`src/rtl/reg_file_bank.sv`:
```
// General-purpose register bank: byte-masked write port, two combinational read ports,
// optional write->read forwarding and a one-deep shadow bank for context save/restore/swap.
module reg_file_bank #(
    parameter int WIDTH     = 16,
    parameter int NREGS     = 8,
    parameter int ZERO_REG0 = 0,
    parameter int BYPASS    = 1
) (
    input  logic                       clk,
    input  logic                       reset,
    input  logic                       we,
    input  logic [$clog2(NREGS)-1:0]   waddr,
    input  logic [WIDTH-1:0]           wdata,
    input  logic [WIDTH/8-1:0]         wstrb,
    input  logic [$clog2(NREGS)-1:0]   raddr_a,
    output logic [WIDTH-1:0]           rdata_a,
    input  logic [$clog2(NREGS)-1:0]   raddr_b,
    output logic [WIDTH-1:0]           rdata_b,
    input  logic                       save,
    input  logic                       restore,
    output logic                       shadow_valid
);

    localparam int AW = $clog2(NREGS);
    localparam int NB = WIDTH / 8;

    logic [WIDTH-1:0] bank_r   [NREGS];
    logic [WIDTH-1:0] shadow_r [NREGS];
    logic             shadow_valid_r;

    logic             restore_eff_s;
    logic             write_eff_s;
    logic [WIDTH-1:0] merged_s;
    logic [WIDTH-1:0] rdata_a_s;
    logic [WIDTH-1:0] rdata_b_s;

    function automatic logic idx_in_range(input logic [AW-1:0] idx);
        return (int'(idx) < NREGS);
    endfunction

    // Register 0 is hard-wired to zero when ZERO_REG0 is set.
    function automatic logic idx_is_live(input logic [AW-1:0] idx);
        return idx_in_range(idx) && !((ZERO_REG0 != 0) && (idx == {AW{1'b0}}));
    endfunction

    function automatic logic [WIDTH-1:0] lane_merge(input logic [WIDTH-1:0] old_v,
                                                    input logic [WIDTH-1:0] new_v,
                                                    input logic [NB-1:0]    strb);
        logic [WIDTH-1:0] res;
        res = old_v;
        for (int i = 0; i < NB; i++) begin
            if (strb[i]) begin
                res[8*i +: 8] = new_v[8*i +: 8];
            end else begin
                res[8*i +: 8] = old_v[8*i +: 8];
            end
        end
        return res;
    endfunction

    // Decode which operations take effect at the coming edge; restore outranks the write.
    always_comb begin
        restore_eff_s = restore && shadow_valid_r;
        write_eff_s   = we && (wstrb != {NB{1'b0}}) && idx_is_live(waddr) && !restore_eff_s;
        if (idx_in_range(waddr)) begin
            merged_s = lane_merge(bank_r[waddr], wdata, wstrb);
        end else begin
            merged_s = wdata;
        end
    end

    // Read port A with optional forwarding of the post-edge write value.
    always_comb begin
        rdata_a_s = {WIDTH{1'b0}};
        if ((BYPASS != 0) && write_eff_s && (raddr_a == waddr)) begin
            rdata_a_s = merged_s;
        end else if (idx_is_live(raddr_a)) begin
            rdata_a_s = bank_r[raddr_a];
        end else begin
            rdata_a_s = {WIDTH{1'b0}};
        end
    end

    // Read port B, identical to port A.
    always_comb begin
        rdata_b_s = {WIDTH{1'b0}};
        if ((BYPASS != 0) && write_eff_s && (raddr_b == waddr)) begin
            rdata_b_s = merged_s;
        end else if (idx_is_live(raddr_b)) begin
            rdata_b_s = bank_r[raddr_b];
        end else begin
            rdata_b_s = {WIDTH{1'b0}};
        end
    end

    // Bank, shadow and shadow-valid update; save always captures pre-edge bank contents.
    always_ff @(posedge clk or posedge reset) begin
        if (reset) begin
            for (int i = 0; i < NREGS; i++) begin
                bank_r[i]   <= {WIDTH{1'b0}};
                shadow_r[i] <= {WIDTH{1'b0}};
            end
            shadow_valid_r <= 1'b0;
        end else begin
            for (int i = 0; i < NREGS; i++) begin
                if (restore_eff_s) begin
                    bank_r[i] <= ((ZERO_REG0 != 0) && (i == 0)) ? {WIDTH{1'b0}} : shadow_r[i];
                end else if (write_eff_s && (waddr == AW'(i))) begin
                    bank_r[i] <= merged_s;
                end else begin
                    bank_r[i] <= bank_r[i];
                end
                if (save) begin
                    shadow_r[i] <= ((ZERO_REG0 != 0) && (i == 0)) ? {WIDTH{1'b0}} : bank_r[i];
                end else begin
                    shadow_r[i] <= shadow_r[i];
                end
            end
            shadow_valid_r <= shadow_valid_r | save;
        end
    end

    assign rdata_a      = rdata_a_s;
    assign rdata_b      = rdata_b_s;
    assign shadow_valid = shadow_valid_r;

endmodule

```
`config.mk`:
```
export PLATFORM = sky130hd
export DESIGN_NAME = reg_file_bank
export DESIGN_NICKNAME = d
export VERILOG_FILES = /design/src/rtl/reg_file_bank.sv
export SDC_FILE = /design/constraint.sdc
export NUM_CORES = 1
export LEC_CHECK = 0
export ABC_AREA = 1
export BUFFER_PORTS_ARGS = -buffer_cell sky130_fd_sc_hd__buf_2
export CORE_AREA = 2 2 154 193
export CTS_CLUSTER_SIZE = 8
export DETAILED_ROUTE_END_ITERATION = 10
export DIE_AREA = 0 0 156 195
export HOLD_SLACK_MARGIN = 0.02
export PLACE_DENSITY = 0.72
export SLEW_MARGIN = 40
export SYNTH_ARGS = -nofsm -noshare
export SYNTH_HDL_FRONTEND = slang
export SYNTH_SLANG_ARGS = --single-unit
```
`constraint.sdc`:
```
create_clock -name clk -period 10.3 [get_ports clk]
set_input_delay 2.06 -clock clk [delete_from_list [all_inputs] [get_ports clk]]
set_output_delay 2.06 -clock clk [all_outputs]
set_load 0.05 [all_outputs]
```
==> key figures, run 1 <==
Drt
  • Routed wire length: 49.90 mm
  • Pre-Repair DR Iteration Count: 9
  • Vias per std cell: 5.938
  • DRC: 0
  • Vias post-DR: 15,150
  • Iter 0 DRT Violations: 2,036
  • Routed wire per std cell: 19.56 um
  • Final ANT Viol Nets: 0

Worst setup path
  • RR Startpoint: shadow_valid
  • Crit-path cells: buf_2 -> buf_4 -> buf_4 -> xor2_1 -> nor3_2 -> nand2_2 -> inv_2 -> nand2_1 -> nand2_1 -> buf_2
  • Slowest CP cell: buf_4
  • Data required time of the critical path: 8240 ps
  • Startpoint type of the worst setup path: input pin
  • WP buf/inv: 5
  • Setup crit end kind: output pin
  • WP data arrival: 4710 ps
  • FF-to-FF path depth: 7
  • CP Max Fanout: 52
  • Worst path top cell family by delay: buffers and inverters
  • Max stage delay on crit path: 550 ps
  • Flop-to-flop setup slack: 7270 ps
  • WS Path Type: in2out
  • FF-to-FF End: bank_r[111]

Yosys
  • Yosys top cell by area: dfrtp_1
  • Synth Warn #: 0
  • Synth Flop Type: dfrtp_1
  • Synth unique cells: 28
  • Post-synth top area share: 41.56%
  • Cells after Synth: 2,235
  • Syn_nets: 2,267
  • Number of synthesized flops with an enable pin: 0
  • Mean post-synth cell area: 6.924 um2
  • Sequential share of the synthesized area: 41.56%
  • Synthesized area: 0.01548 mm2
  • Top cells by area, synth: dfrtp_1, nand2_1, nand3_1, o21ai_0, inv_1
  • Post-synth ARST share: 100.0%
  • Yosys reg bits: 257

CTS
  • # clock sinks: 257
  • Clock-pin slew on the worst setup and hold paths: 50 ps
  • Total CTS buffers: 38
  • CTS max path bufs: 3
  • Clock Root Buffer: clkbuf_16
  • TritonCTS clock tree: yes
  • Cts-stage hold buffer count: 0
  • Worst skew pair latency: 530 ps
  • H-tree Lvls: 2
  • Setup Fix Bufs, Post-CTS: 0
  • Post-CTS Resized: 0

Timing
  • Setup TNS: 0 ps
  • Rel. slew slack: 40.72%
  • Fin Hold WS: 480.2 ps
  • Fin. max-slew vios: 0
  • Least-Margin Pin Slew: 886.0 ps
  • Fmax: 0.1476 GHz
  • RSZ-0062 raised after global routing: false
  • Period utilization: 65.76%
  • Fin. Hold Viols: 0
  • Min Tclk post-route: 6774 ps
  • Clock Skew: 20.47 ps
  • Final setup fails: 0

Place
  • Placed cell area: 0.01559 mm2
  • Port buffer count: 64
  • Routability Congestion: 0.9305
  • HPWL after DPL: 30.15 mm

Flow run
  • # Max-Cap Violations: 0

Cells and area
  • ANT cells: 0
  • Layout area overhead: 7.349%
  • Design Area, Final: 0.01661 mm2
  • Post-layout util: 58.49%
  • Fraction of layout cells with a size suffix above 1: 7.787%
  • Net count, final: 2,226
  • Fillers: 2,662

Global route
  • Initial antenna violation count: 0
  • Tot GR Track Use: 32.95%
  • Pin count of the biggest net entering global routing: 152
  • Vias in the first global route: 14,090
  • Gr ovfl total: 0
  • First-pass GRT wire length: 78.07 mm

Floorplan
  • DIE HEIGHT: 195 um
  • Starting density of the core: 54.49%
  • Die area: 0.03042 mm2
  • Std-Cell Rows: 69
  • Core area: 0.02840 mm2
  • Horiz. Die Dim: 156 um
  • IO Count: 65

Min path
  • Hold depth: 2
  • Hold Path Class: reg2reg
  • Critical hold path startpoint: bank_r[17]
  • Hold path endpoint: shadow_r[17]

Run status
  • Status: finished clean

Power and ir drop
  • Leak: 8.402 nW
  • Cell area power density: 201.0 mW/mm2
  • Worst vdd ir: 136.3 uV
==> cell type report <==
type | instances | area (um2) | area share (%)
Multi-Input combinational cell | 1466 | 6909 | 41.59
Timing Repair Buffer | 80 | 499.2 | 3.005
Clock inverter | 2 | 17.52 | 0.1054
Clock buffer | 40 | 979.7 | 5.897
Inverter | 351 | 1333 | 8.021
Sequential cell | 257 | 6431 | 38.71
Tap cell | 355 | 444.2 | 2.674
==> placed cells by master (no fill, tap or decap), drive strengths merged, types with 5 or more instances in the layout <==
cell,Yosys,final
o22ai,78,78
nor2,11,11
a21oi,101,101
nand2,622,622
clkbuf,60,40
nand3,317,317
xor2,5,5
dfrtp,257,257
inv,347,348
buf,101,80
o21ai,305,305
o211ai,24,24
clkinv,4,5
==> worst min-delay path: cells and delay by family, from the launching register on <==
kind,cells,cell delay [ps]
and+or+nand+nor,1,50
AOI/OAI and AO/OA,1,60
DFF,1,340
==> stage by stage <==
step | power, mW | cells | setup WS [ps]
6_report | 3.339 | 2551 | 3526
5_1_grt | 3.522 | 2551 | 3403
4_1_cts | 3.334 | 2550 | 3654
3_5_place_dp | 2.226 | 2508 | 3657
3_3_place_gp | 2.197 | 2508 | 3574
2_1_floorplan | 1.985 | 2235 | 1170
==> how the worst max path moves through the flow <==
stage                     cells after the start  startpoint           to  slack (ps)
after floorplan                               1       reset    bank_r[0]        1170
after global placement                       12    waddr[0]   rdata_b[3]        3570
after detailed placement                     10  raddr_a[0]  rdata_a[14]        3660
after CTS                                    10  raddr_a[0]  rdata_a[14]        3650
after global routing                         10  raddr_a[0]  rdata_a[14]        3400
final                                        10  raddr_a[0]  rdata_a[14]        3530
==> registers in the layout (all words and copies together), names as in the netlist <==
register	cells
shadow_r	128
shadow_valid	1
bank_r	128
==> power by group <==
part	switching [mW]	internal [mW]	leakage, nW
logic	0.614	0.261	4.75
clock network	0.439	0.664	0.490
registers	0.145	1.22	3.16
total	1.20	2.14	8.40
==> cells in the mapped netlist, types with 5 or more instances <==
cell type / instances
nand2_2: 19
nand2_4: 6
nand3_2: 6
dfrtp_1: 257
buf_1: 12
inv_1: 340
nand2_1: 597
buf_2: 60
clkbuf_1: 60
nand3_1: 311
a21oi_1: 101
o21ai_0: 292
xor2_1: 5
o211ai_1: 24
buf_4: 17
nor2_1: 8
inv_2: 7
o22ai_1: 78
buf_6: 11
o21ai_1: 12
==> logic make-up (layout without fill, tap and decap cells) <==
kind of cell              after synthesis  in the layout  synth area share, %
buffers and inverters                 512            473                13.95
xor gates and xnor gates                5              5               0.2830
AOI/OAI and AO/OA                     508            508                17.52
and+or+nand+nor                       953            953                26.69
DFF                                   257            257                41.56
==> per-layer routing <==
metal / GRT usage (%) / part of all wire, % / vias up
li1: - / - / 7097
met1: 44.44 / 39 / 7022
met2: 50.36 / 45 / 877
met3: 7.190 / 11 / 151
met4: 16.24 / 4.9 / 0
met5: 0 / 0 / -
No activity file was read; power rests on OpenSTA's default activity.
==> run 2: changes to the inputs <==
==> constraint.sdc (replaced) <==
create_clock -name clk -period 6.4 [get_ports clk]
set_input_delay 1.28 -clock clk [delete_from_list [all_inputs] [get_ports clk]]
set_output_delay 1.28 -clock clk [all_outputs]
set_load 0.05 [all_outputs]
==> key figures, run 2 (synthesis gave the netlist of run 1 again) <==
Run status
  • Status: finished clean (unchanged)

Worst setup path
  • WP data arrival: 3810 ps (was 4710 ps)
  • Setup crit end kind: output pin (unchanged)
  • CP Max Fanout: 18 (was 52)
  • WS Path Type: in2out (unchanged)
  • Data required time of the critical path: 5120 ps (was 8240 ps)
  • Startpoint type of the worst setup path: input pin (unchanged)

Flow run
  • # Max-Cap Violations: 0 (unchanged)

Timing
  • Clock Skew: 25.28 ps (was 20.47 ps)
  • Min Tclk post-route: 5095 ps
  • Final setup fails: 0 (unchanged)
  • Fin. Hold Viols: 0 (unchanged)
  • Setup TNS: 0 ps (unchanged)
  • Least-Margin Pin Slew: 909.6 ps (was 886.0 ps)
  • Period utilization: 79.60%
  • RSZ-0062 raised after global routing: false (unchanged)
  • Fmax: 0.1963 GHz
  • Fin. max-slew vios: 0 (unchanged)
  • Rel. slew slack: 39.21% (was 40.72%)

Global route
  • Pin count of the biggest net entering global routing: 160 (was 152)
  • Vias in the first global route: 14,220 (was 14,090)
  • First-pass GRT wire length: 79.21 mm (was 78.07 mm)
  • Gr ovfl total: 0 (unchanged)
  • Tot GR Track Use: 33.42% (was 32.95%)
  • Initial antenna violation count: 0 (unchanged)

Min path
  • Hold Path Class: reg2reg (unchanged)

Drt
  • Iter 0 DRT Violations: 1,796 (was 2,036)
  • Routed wire length: 50.62 mm (was 49.90 mm)
  • Final ANT Viol Nets: 0 (unchanged)
  • DRC: 0 (unchanged)
  • Routed wire per std cell: 19.75 um (was 19.56 um)
  • Vias post-DR: 15,360 (was 15,150)
  • Vias per std cell: 5.991 (was 5.938)
  • Pre-Repair DR Iteration Count: 7 (was 9)

Cells and area
  • Fillers: 2,663 (was 2,662)
  • Most common cell after layout, fill and taps aside: nand2_1 (unchanged)
  • Highest-count cells in the layout ignoring fill and taps: nand2_1, inv_1, nand3_1, o21ai_0, dfrtp_1 (unchanged)
  • ANT cells: 0 (unchanged)
  • Post-layout util: 58.70% (was 58.49%)
  • Fraction of layout cells with a size suffix above 1: 8.197% (was 7.787%)
  • Net count, final: 2,237 (was 2,226)
  • Layout area overhead: 7.729% (was 7.349%)

CTS
  • TritonCTS clock tree: yes (unchanged)
  • Clock Root Buffer: clkbuf_16 (unchanged)
  • Cts-stage hold buffer count: 0 (unchanged)
  • # clock sinks: 257 (unchanged)
  • CTS max path bufs: 3 (unchanged)
  • H-tree Lvls: 2 (unchanged)
  • Total CTS buffers: 38 (unchanged)
  • Worst skew pair latency: 540 ps (was 530 ps)
  • Post-CTS Resized: 0 (unchanged)
  • Clock-pin slew on the worst setup and hold paths: 50 ps (about the same)
  • Setup Fix Bufs, Post-CTS: 0 (unchanged)

Floorplan
  • Core area: 0.02840 mm2 (unchanged)
  • DIE HEIGHT: 195 um (unchanged)
  • Horiz. Die Dim: 156 um (unchanged)
  • IO Count: 65 (unchanged)
  • Starting density of the core: 54.49% (unchanged)
  • Std-Cell Rows: 69 (unchanged)
  • Die area: 0.03042 mm2 (unchanged)

Place
  • Port buffer count: 64 (unchanged)
  • Routability Congestion: 0.9444 (was 0.9305)
  • HPWL after DPL: 30.27 mm (was 30.15 mm)

Power and ir drop
  • Cell area power density: 321.8 mW/mm2 (was 201.0 mW/mm2)
  • Overall Power: 5.366 mW (was 3.339 mW)
  • Leak: 8.439 nW (was 8.402 nW)
  • Worst vdd ir: 229.6 uV (was 136.3 uV)
[run 2: stage by stage]
| step | worst slack [ps] | instance area [um2] | instances | hold slack, ps |
|---|---|---|---|---|
| 2_1_floorplan | 1734 | 15480 | 2235 | 453.0 |
| 6_report | 1305 | 16670 | 2563 | 480.3 |
| 5_1_grt | 1232 | 16670 | 2563 | 503.2 |
| 3_3_place_gp | 1490 | 15630 | 2519 | 461.2 |
| 4_1_cts | 1480 | 16640 | 2562 | 487.9 |
| 3_5_place_dp | 1491 | 15640 | 2519 | 475.8 |
[run 2: critical path, stage by stage]
cell and delay (ps):
buf_2 550, clkinv_1 940, nand3_1 330, nand3_1 100
nand2_1 250, buf_2 330
[run 2: power by group]
| part | internal (mW) | total [mW] | switching [mW] |
|---|---|---|---|
| registers | 1.96 | 2.20 | 0.240 |
| clock network | 1.05 | 1.78 | 0.730 |
| logic | 0.423 | 1.39 | 0.966 |
[run 2: area by class of cell]
| type | instances | area [um2] | area share, % |
|---|---|---|---|
| inverter | 351 | 1324 | 7.940 |
| tap | 355 | 444.2 | 2.664 |
| sequential | 257 | 6431 | 38.57 |
| timing repair buffer | 91 | 569.3 | 3.415 |
| clock buffer | 39 | 954.7 | 5.726 |
| multi-input combinational | 1466 | 6907 | 41.43 |
| clock inverter | 4 | 42.54 | 0.2552 |
[run 2: routing by layer]
| layer | up-vias | track usage, % | part of all wire (%) |
|---|---|---|---|
| met5 | - | 0 | 0 |
| met4 | 0 | 16.79 | 5.1 |
| met3 | 177 | 7.102 | 11 |
| met2 | 895 | 50.72 | 44 |
| met1 | 7164 | 45.41 | 39 |
| li1 | 7119 | - | - |
[run 2: final timing paths]
kind	start	to	slack, ps	cells past startpoint
max in group asynchronous	reset	shadow_r[102]	4550	4
setup / recovery	raddr_b[2]	rdata_b[9]	1310	6
min in group asynchronous	reset	shadow_r[119]	660	2
hold / removal	bank_r[16]	shadow_r[16]	480	2
setup reg to reg	shadow_valid	bank_r[44]	3130	8
hold reg to reg	bank_r[16]	shadow_r[16]	480	2
